File: src/rtl/interposer_slot_scheduler.sv
// -----------------------------------------------------------------------------
// interposer_slot_scheduler
//
// Packs per-node transfer requests on the unidirectional (low -> high index)
// multipoint interposer bus into bus slots made of non-overlapping segments.
// Each round scans every node once, starting at a rotating priority pointer,
// and greedily grants any request whose links are still free. The granted
// configuration is then held on the switch controls for SLOT_CYCLES cycles
// and the served requesters are acknowledged in the first held cycle.
// Backward or self transfers are acknowledged with an error in the scan cycle
// of the requesting node and are dropped.
//
// Ports:
//   clk          rising-edge clock
//   reset        synchronous, active-low reset
//   sched_en     allows new slots to start (looked at in IDLE only)
//   req_valid    per-node request, held by the source until req_ack
//   req_dest     per-node destination, node i at [i*DEST_W +: DEST_W]
//   req_ack      one-cycle pulse, request consumed
//   req_err      one-cycle pulse with req_ack, request was illegal
//   control_port {send, receive, bypass}, NODE_COUNT bits each
//   slot_active  high while control_port carries a live configuration
//
// All outputs are registered. The evaluation of a node is folded into the
// clock edge that opens its scan cycle, so an error pulse and the updated
// link occupancy are visible during the scan cycle of that node, and the
// grant pulse and configuration appear together in the first DRIVE cycle.
// -----------------------------------------------------------------------------
module interposer_slot_scheduler #(
    parameter int NODE_COUNT  = 8,
    parameter int DEST_W      = 3,
    parameter int SLOT_CYCLES = 4
) (
    input  logic                         clk,
    input  logic                         reset,
    input  logic                         sched_en,
    input  logic [NODE_COUNT-1:0]        req_valid,
    input  logic [NODE_COUNT*DEST_W-1:0] req_dest,
    output logic [NODE_COUNT-1:0]        req_ack,
    output logic [NODE_COUNT-1:0]        req_err,
    output logic [3*NODE_COUNT-1:0]      control_port,
    output logic                         slot_active
);

    localparam int LINK_COUNT = NODE_COUNT - 1;
    localparam int HOLD_W     = 8;

    typedef enum logic [1:0] {
        ST_IDLE  = 2'd0,
        ST_SCAN  = 2'd1,
        ST_DRIVE = 2'd2
    } state_t;

    typedef enum logic [1:0] {
        EV_NONE  = 2'd0,
        EV_ERR   = 2'd1,
        EV_SKIP  = 2'd2,
        EV_GRANT = 2'd3
    } eval_kind_t;

    // Registered state
    state_t                  state_r;
    logic [DEST_W-1:0]       scan_idx_r;
    logic [DEST_W-1:0]       scan_cnt_r;
    logic [HOLD_W-1:0]       hold_cnt_r;
    logic [DEST_W-1:0]       prio_ptr_r;
    logic [LINK_COUNT-1:0]   link_busy_r;
    logic [NODE_COUNT-1:0]   send_r;
    logic [NODE_COUNT-1:0]   recv_r;
    logic [NODE_COUNT-1:0]   byp_r;
    logic [NODE_COUNT-1:0]   gnt_r;
    logic [NODE_COUNT-1:0]   req_ack_r;
    logic [NODE_COUNT-1:0]   req_err_r;
    logic [3*NODE_COUNT-1:0] control_port_r;
    logic                    slot_active_r;

    // Next-state values
    state_t                  state_s;
    logic [DEST_W-1:0]       scan_idx_s;
    logic [DEST_W-1:0]       scan_cnt_s;
    logic [HOLD_W-1:0]       hold_cnt_s;
    logic [DEST_W-1:0]       prio_ptr_s;
    logic [LINK_COUNT-1:0]   link_busy_s;
    logic [NODE_COUNT-1:0]   send_s;
    logic [NODE_COUNT-1:0]   recv_s;
    logic [NODE_COUNT-1:0]   byp_s;
    logic [NODE_COUNT-1:0]   gnt_s;
    logic [NODE_COUNT-1:0]   req_ack_s;
    logic [NODE_COUNT-1:0]   req_err_s;
    logic [3*NODE_COUNT-1:0] control_port_s;
    logic                    slot_active_s;

    // Node evaluation signals
    logic [DEST_W-1:0]       eval_idx_s;
    logic [LINK_COUNT-1:0]   eval_busy_in_s;
    logic [DEST_W-1:0]       eval_dest_s;
    logic                    eval_valid_s;
    logic [LINK_COUNT-1:0]   seg_links_s;
    logic [NODE_COUNT-1:0]   seg_byp_s;
    eval_kind_t              eval_kind_s;
    logic [NODE_COUNT-1:0]   eval_send_s;
    logic [NODE_COUNT-1:0]   eval_recv_s;
    logic [NODE_COUNT-1:0]   eval_byp_s;
    logic [LINK_COUNT-1:0]   eval_link_s;
    logic [NODE_COUNT-1:0]   eval_gnt_s;
    logic [NODE_COUNT-1:0]   eval_err_s;

    // Pick which node the next edge evaluates and the link occupancy it sees:
    // the priority node on a fresh round, otherwise the next node in order.
    always_comb begin
        eval_idx_s     = prio_ptr_r;
        eval_busy_in_s = {LINK_COUNT{1'b0}};
        case (state_r)
            ST_IDLE: begin
                eval_idx_s     = prio_ptr_r;
                eval_busy_in_s = {LINK_COUNT{1'b0}};
            end
            ST_SCAN: begin
                // wraps naturally because NODE_COUNT is a power of two
                eval_idx_s     = scan_idx_r + DEST_W'(1);
                eval_busy_in_s = link_busy_r;
            end
            default: begin
                eval_idx_s     = prio_ptr_r;
                eval_busy_in_s = {LINK_COUNT{1'b0}};
            end
        endcase
    end

    // Classify one request and build the segment it would occupy.
    always_comb begin
        eval_dest_s  = req_dest[int'(eval_idx_s)*DEST_W +: DEST_W];
        eval_valid_s = req_valid[eval_idx_s];
        seg_links_s  = {LINK_COUNT{1'b0}};
        seg_byp_s    = {NODE_COUNT{1'b0}};
        eval_send_s  = {NODE_COUNT{1'b0}};
        eval_recv_s  = {NODE_COUNT{1'b0}};
        eval_byp_s   = {NODE_COUNT{1'b0}};
        eval_link_s  = {LINK_COUNT{1'b0}};
        eval_gnt_s   = {NODE_COUNT{1'b0}};
        eval_err_s   = {NODE_COUNT{1'b0}};
        eval_kind_s  = EV_NONE;

        // links src .. dest-1 carry the segment
        for (int k = 0; k < LINK_COUNT; k++) begin
            if ((k >= int'(eval_idx_s)) && (k < int'(eval_dest_s))) begin
                seg_links_s[k] = 1'b1;
            end else begin
                seg_links_s[k] = 1'b0;
            end
        end
        // nodes strictly between src and dest only pass the data through
        for (int k = 0; k < NODE_COUNT; k++) begin
            if ((k > int'(eval_idx_s)) && (k < int'(eval_dest_s))) begin
                seg_byp_s[k] = 1'b1;
            end else begin
                seg_byp_s[k] = 1'b0;
            end
        end

        if (eval_valid_s == 1'b0) begin
            eval_kind_s = EV_NONE;
        end else if (eval_dest_s <= eval_idx_s) begin
            eval_kind_s = EV_ERR;
        end else if ((seg_links_s & eval_busy_in_s) != {LINK_COUNT{1'b0}}) begin
            eval_kind_s = EV_SKIP;
        end else begin
            eval_kind_s = EV_GRANT;
        end

        case (eval_kind_s)
            EV_ERR: begin
                eval_err_s[eval_idx_s] = 1'b1;
            end
            EV_GRANT: begin
                eval_send_s[eval_idx_s] = 1'b1;
                eval_recv_s[eval_dest_s] = 1'b1;
                eval_byp_s  = seg_byp_s;
                eval_link_s = seg_links_s;
                eval_gnt_s[eval_idx_s] = 1'b1;
            end
            default: begin
                eval_err_s = {NODE_COUNT{1'b0}};
            end
        endcase
    end

    // Scheduler next-state and registered-output values.
    always_comb begin
        state_s        = state_r;
        scan_idx_s     = scan_idx_r;
        scan_cnt_s     = scan_cnt_r;
        hold_cnt_s     = hold_cnt_r;
        prio_ptr_s     = prio_ptr_r;
        link_busy_s    = link_busy_r;
        send_s         = send_r;
        recv_s         = recv_r;
        byp_s          = byp_r;
        gnt_s          = gnt_r;
        req_ack_s      = {NODE_COUNT{1'b0}};
        req_err_s      = {NODE_COUNT{1'b0}};
        control_port_s = {(3*NODE_COUNT){1'b0}};
        slot_active_s  = 1'b0;

        case (state_r)
            ST_IDLE: begin
                if (sched_en && (req_valid != {NODE_COUNT{1'b0}})) begin
                    // the priority node is evaluated on the way into SCAN
                    state_s     = ST_SCAN;
                    scan_idx_s  = prio_ptr_r;
                    scan_cnt_s  = {DEST_W{1'b0}};
                    link_busy_s = eval_link_s;
                    send_s      = eval_send_s;
                    recv_s      = eval_recv_s;
                    byp_s       = eval_byp_s;
                    gnt_s       = eval_gnt_s;
                    req_ack_s   = eval_err_s;
                    req_err_s   = eval_err_s;
                end else begin
                    state_s     = ST_IDLE;
                    link_busy_s = {LINK_COUNT{1'b0}};
                    send_s      = {NODE_COUNT{1'b0}};
                    recv_s      = {NODE_COUNT{1'b0}};
                    byp_s       = {NODE_COUNT{1'b0}};
                    gnt_s       = {NODE_COUNT{1'b0}};
                end
            end
            ST_SCAN: begin
                if (scan_cnt_r == DEST_W'(NODE_COUNT - 1)) begin
                    if (gnt_r != {NODE_COUNT{1'b0}}) begin
                        state_s        = ST_DRIVE;
                        hold_cnt_s     = HOLD_W'(SLOT_CYCLES - 1);
                        control_port_s = {send_r, recv_r, byp_r};
                        slot_active_s  = 1'b1;
                        req_ack_s      = gnt_r;
                    end else begin
                        state_s    = ST_IDLE;
                        prio_ptr_s = prio_ptr_r + DEST_W'(1);
                    end
                end else begin
                    scan_idx_s  = eval_idx_s;
                    scan_cnt_s  = scan_cnt_r + DEST_W'(1);
                    link_busy_s = link_busy_r | eval_link_s;
                    send_s      = send_r | eval_send_s;
                    recv_s      = recv_r | eval_recv_s;
                    byp_s       = byp_r | eval_byp_s;
                    gnt_s       = gnt_r | eval_gnt_s;
                    req_ack_s   = eval_err_s;
                    req_err_s   = eval_err_s;
                end
            end
            ST_DRIVE: begin
                if (hold_cnt_r == {HOLD_W{1'b0}}) begin
                    state_s     = ST_IDLE;
                    prio_ptr_s  = prio_ptr_r + DEST_W'(1);
                    link_busy_s = {LINK_COUNT{1'b0}};
                    send_s      = {NODE_COUNT{1'b0}};
                    recv_s      = {NODE_COUNT{1'b0}};
                    byp_s       = {NODE_COUNT{1'b0}};
                    gnt_s       = {NODE_COUNT{1'b0}};
                end else begin
                    hold_cnt_s     = hold_cnt_r - HOLD_W'(1);
                    control_port_s = control_port_r;
                    slot_active_s  = 1'b1;
                end
            end
            default: begin
                state_s = ST_IDLE;
            end
        endcase
    end

    // State and output registers with synchronous active-low reset.
    always_ff @(posedge clk) begin
        if (!reset) begin
            state_r        <= ST_IDLE;
            scan_idx_r     <= {DEST_W{1'b0}};
            scan_cnt_r     <= {DEST_W{1'b0}};
            hold_cnt_r     <= {HOLD_W{1'b0}};
            prio_ptr_r     <= {DEST_W{1'b0}};
            link_busy_r    <= {LINK_COUNT{1'b0}};
            send_r         <= {NODE_COUNT{1'b0}};
            recv_r         <= {NODE_COUNT{1'b0}};
            byp_r          <= {NODE_COUNT{1'b0}};
            gnt_r          <= {NODE_COUNT{1'b0}};
            req_ack_r      <= {NODE_COUNT{1'b0}};
            req_err_r      <= {NODE_COUNT{1'b0}};
            control_port_r <= {(3*NODE_COUNT){1'b0}};
            slot_active_r  <= 1'b0;
        end else begin
            state_r        <= state_s;
            scan_idx_r     <= scan_idx_s;
            scan_cnt_r     <= scan_cnt_s;
            hold_cnt_r     <= hold_cnt_s;
            prio_ptr_r     <= prio_ptr_s;
            link_busy_r    <= link_busy_s;
            send_r         <= send_s;
            recv_r         <= recv_s;
            byp_r          <= byp_s;
            gnt_r          <= gnt_s;
            req_ack_r      <= req_ack_s;
            req_err_r      <= req_err_s;
            control_port_r <= control_port_s;
            slot_active_r  <= slot_active_s;
        end
    end

    assign req_ack      = req_ack_r;
    assign req_err      = req_err_r;
    assign control_port = control_port_r;
    assign slot_active  = slot_active_r;

endmodule

File: config.mk
export PLATFORM = sky130hd
export DESIGN_NAME = interposer_slot_scheduler
export DESIGN_NICKNAME = d
export VERILOG_FILES = /design/src/rtl/interposer_slot_scheduler.sv
export SDC_FILE = /design/constraint.sdc
export NUM_CORES = 1
export LEC_CHECK = 0
export CAP_MARGIN = 5
export CORE_MARGIN = 4
export CORE_UTILIZATION = 45
export CTS_BUF_LIST = sky130_fd_sc_hd__clkbuf_8 sky130_fd_sc_hd__clkbuf_16
export DETAILED_ROUTE_END_ITERATION = 10
export PLACE_DENSITY = 0.69
export SLEW_MARGIN = 10
export SYNTH_ARGS = -nofsm -noshare
export SYNTH_HDL_FRONTEND = slang
export SYNTH_SLANG_ARGS = --single-unit
File: constraint.sdc
create_clock -name clk -period 4.29 [get_ports clk]
set_clock_uncertainty 0.15 [all_clocks]
set_input_delay 0.6435 -clock clk [delete_from_list [all_inputs] [get_ports clk]]
set_output_delay 0.6435 -clock clk [all_outputs]
set_load 0.01 [all_outputs]
==> metrics.md <==
| Metric | Value |
|---|---|
| P_int | `about 1.3 mW` |
| Final Hold Vio Count | `0` |
| Total CTS buffers | `9` |
| Synth Area in XOR/XNOR | `0.0175` |
| Post-synth top flop | `dfxtp_1` |
| Register area share after synthesis | `0.429` |
| Detailed-route via count | `approximately 3900` |
| Die area | `about 0.011 mm2` |
| H-tree lvl count | `3` |
| Fin crit share | `0.934` |
| CTS Hold Bufs | `0` |
| Lkg Pwr | `between 2 and 2.5 nW` |
| Final worst slack | `roughly 0.28 ns` |
| Die Ht | `approximately 110 um` |
| Type of origin of the critical path | `flip-flop` |
| Area grow syn2layout | `26.0%` |
| IO Pins | `76` |
| Fmax | `0.250 GHz` |
| Switching share of power | `0.306` |
| Row count | `35` |
| WL final | `11200 um` |
| Critical Path Source | `state_r[1]` |
| Via-per-instance ratio | `5.63` |
| Worst path arrival time | `between 4 and 5 ns` |
| Worst-margin pin slew | `around 1 ns` |
| Post-synthesis compound-gate area fraction | `0.252` |
| FILL cells | `a little over 800` |
| Pwr Total | `between 1.5 and 2 mW` |
| Hold Path Class | `reg -> reg` |
| PortBufs | `73` |
| Pin count of the biggest net entering global routing | `29` |
| Core Area | `0.00942 mm2` |
| Clk Latency, worst-skew pair | `0.37 ns` |
| Pre-CTS WS | `-0.0294 ns` |
| Peak supply drop | `between 0.0002 and 0.00025 V` |
| Setup Crit Path Kind | `reg -> reg` |
| WP data required | `between 4 and 5 ns` |
| Layout cell share with drive strength beyond 1 | `0.111` |
| Die W | `about 110 um` |
| Clock-pin transition on the worst setup and hold timing paths | `approximately 0.10 ns` |
| Critical Path End Type | `flip-flop` |
| FF-to-FF Start | `state_r[1]` |
| Initial core utilization | `0.471` |
| Reg power frac | `0.496` |
| RSZ-0062 raised after global routing | `false` |
| DRC | `0` |
| Initial antenna violation count | `0` |
| Post-synthesis mux area share | `0.0158` |
| Multi-input gate area | `approximately 0.0024 mm2` |
| Register bit total from synthesis | `95` |
| # diodes | `0` |
| Routed Antenna Nets | `0` |
| Outcome | `finished, final reports clean` |
| Routability Congestion | `about 0.95` |
| First-pass GRT wire length | `approximately 19000 um` |
| Count of cell types in the netlist | `roughly 70` |
| Initial detailed-routing violation count | `260` |
| Sink Count | `between 90 and 100` |
| Final Critical Period | `4.01 ns` |
| Max-Cap Viols | `0` |
| EDFF count, synth | `0` |
| Post-Synth Adder-Cell Area | `0.0311` |
| Clock network fraction of total power | `0.315` |
| Combinational share of power | `0.189` |
| Synth warnings | `0` |
| Syn Std Cell Area | `around 0.0044 mm2` |
| Synthesized area per cell | `roughly 9.4 um2` |
| Hold path start | `gnt_r[2]` |
| Routed len/inst | `approximately 16 um` |
| Largest family of logic cells by synthesized area | `compound AO/OA/AOI/OAI gates` |
| NetSw | `approximately 0.56 mW` |
| Pins over their slew limit | `0` |
| Mapped Cells | `roughly 470` |
| Total gr overflow | `0` |
| Root Buffer | `clkbuf_8` |
| CTS tree | `done` |
| Final net count | `~600` |
| Seq. cell area | `between 0.0015 and 0.002 mm2` |
| Power Density | `between 300 and 400 mW/mm2` |
| Slew headroom | `0.330` |
| Final setup viols | `0` |
| Total GRT Usage | `0.199` |
| Max clock buf depth | `2` |
| Post-Synth Simple-Gate Area | `0.217` |
| HPWL Detailed | `between 8000 and 9000 um` |
| Asr flop ratio synth | `0` |
| Vias in the first global route | `about 3800` |
| Worst-path fanout max | `12` |
| First-pass iteration count of the detailed router | `5` |
## flip-flops by register name (all words and copies together), names as in the netlist
register      count
byp_r             6
control_port     22
gnt_r             8
hold_cnt_r        8
link_busy_r       7
prio_ptr_r        3
recv_r            8
req_ack           8
req_err           8
scan_cnt_r        3
scan_idx_r        3
send_r            8
slot_active       1
state_r           2
## worst paths after layout
path,endpoint,slack [ns],cells past startpoint
worst max-delay path,recv_r[3],0.28,15
worst min-delay path,gnt_r[2],0.32,2
worst max register to register,recv_r[3],0.28,15
worst min register to register,gnt_r[2],0.32,2
## stage by stage
stage / utilization / cell area, um2 / hold WS [ns] / setup TNS, ns / cells
after floorplan: - / 4430 / 0.272 / 0 / 472
after global placement: 0.568 / 5350 / 0.294 / 0 / 668
after detailed placement: 0.568 / 5350 / 0.302 / -0.107 / 668
after CTS: 0.590 / 5550 / 0.320 / 0 / 684
after global routing: 0.593 / 5580 / 0.345 / 0 / 686
final: 0.593 / 5580 / 0.324 / 0 / 686
## cells in the final DEF, fill, tap and decap left out, types with 5 or more instances in the layout
| cell | instances |
|---|---|
| clkdlybuf4s50_1 | 73 |
| nor2b_1 | 30 |
| nand3_1 | 16 |
| a32o_1 | 12 |
| and2_1 | 7 |
| nand2_1 | 34 |
| o21ai_0 | 24 |
| inv_1 | 10 |
| o21a_1 | 9 |
| xnor2_1 | 5 |
| a22oi_1 | 24 |
| a21o_1 | 13 |
| clkbuf_8 | 9 |
| dfxtp_1 | 95 |
| nor2_1 | 28 |
| nor4_1 | 6 |
| and3_1 | 9 |
| nor3_1 | 10 |
| a21oi_1 | 15 |
| a22o_1 | 10 |
| buf_4 | 21 |
| ha_1 | 10 |
| mux2i_1 | 7 |
## synthesized netlist by cell type, types with 2 or more instances
master / instances / area share
clkbuf_1: 13 / 0.011
nand2_1: 34 / 0.029
nand3_1: 16 / 0.018
o21ai_0: 24 / 0.027
xor2_1: 2 / 0.0040
buf_4: 3 / 0.0051
o221ai_2: 2 / 0.0068
a21oi_1: 15 / 0.017
buf_1: 2 / 0.0017
nor3_1: 10 / 0.011
o21ai_1: 2 / 0.0023
nor4b_1: 2 / 0.0040
nor4_1: 6 / 0.0085
nor2_1: 28 / 0.024
o21a_1: 9 / 0.015
a22oi_1: 25 / 0.042
o211a_1: 4 / 0.0090
dfxtp_1: 95 / 0.43
nand4_1: 3 / 0.0042
nor3b_1: 2 / 0.0034
nand3b_1: 2 / 0.0034
nand2b_1: 4 / 0.0056
ha_1: 11 / 0.031
a32o_1: 12 / 0.027
and2b_1: 2 / 0.0034
a22o_1: 10 / 0.020
and3_1: 9 / 0.013
a21boi_0: 4 / 0.0068
and2_1: 7 / 0.0099
a211oi_1: 4 / 0.0068
nor2b_1: 31 / 0.044
nor2_2: 3 / 0.0042
or2_2: 3 / 0.0042
inv_1: 10 / 0.0085
buf_2: 6 / 0.0068
a21o_1: 13 / 0.022
mux2i_1: 7 / 0.016
xnor2_1: 5 / 0.0099
## metal layers
metal | part of all wire | up-vias | global-route usage | routed length (um)
li1 | - | 1898 | - | -
met1 | 0.47 | 1809 | 0.274 | 5250
met2 | 0.45 | 131 | 0.310 | 5110
met3 | 0.059 | 22 | 0.0385 | 660
met4 | 0.020 | 0 | 0.0703 | 224
met5 | 0 | - | 0 | 0
## layout make-up
type | instances | area share
tap | 129 | 0.0289
sequential | 95 | 0.341
multi-input combinational | 341 | 0.428
clock inverter | 7 | 0.0134
clock buffer | 9 | 0.0222
inverter | 11 | 0.00740
timing repair buffer | 94 | 0.159
## power by group through the flow
stage,Clock [mW],Combinational [mW],Sequential [mW]
6_report,0.580,0.349,0.914
5_1_grt,0.624,0.378,0.917
4_1_cts,0.593,0.338,0.914
3_5_place_dp,0,0.335,0.934
3_3_place_gp,0,0.331,0.934
2_1_floorplan,0,0.224,0.930
## critical path, stage by stage, from the launching register on
cell and delay, ns:
dfxtp_1 0.34, inv_1 0.08, ha_2 0.26, and2b_1 0.24
nor2_2 0.15, inv_2 0.14, mux2i_1 0.16, a221o_1 0.38
nor2_1 0.14, ha_1 0.27, a2111oi_2 0.42, nor2_1 0.16
nor4b_4 0.32, nand3_4 0.18, nor2_4 0.32, a32o_1 0.23
## cells by family (layout without fill, tap and decap cells)
logic type	after synthesis	count (layout)
other	1	2
adder cells (fa/ha/maj)	11	11
buffers and inverters	36	121
multiplexers	7	7
flip-flops	95	95
XOR/XNOR	8	8
AO/OA/AOI/OAI	141	141
AND/OR/NAND/NOR	172	172
## repair_timing
action | 4_1_cts | 5_1_grt
endpoints found under the setup margin | 10 | 27
gates resized for setup | 1 | 4
pin swaps | 0 | 1
buffers inserted | 0 | 2
No activity file was read; power rests on OpenSTA's default activity.
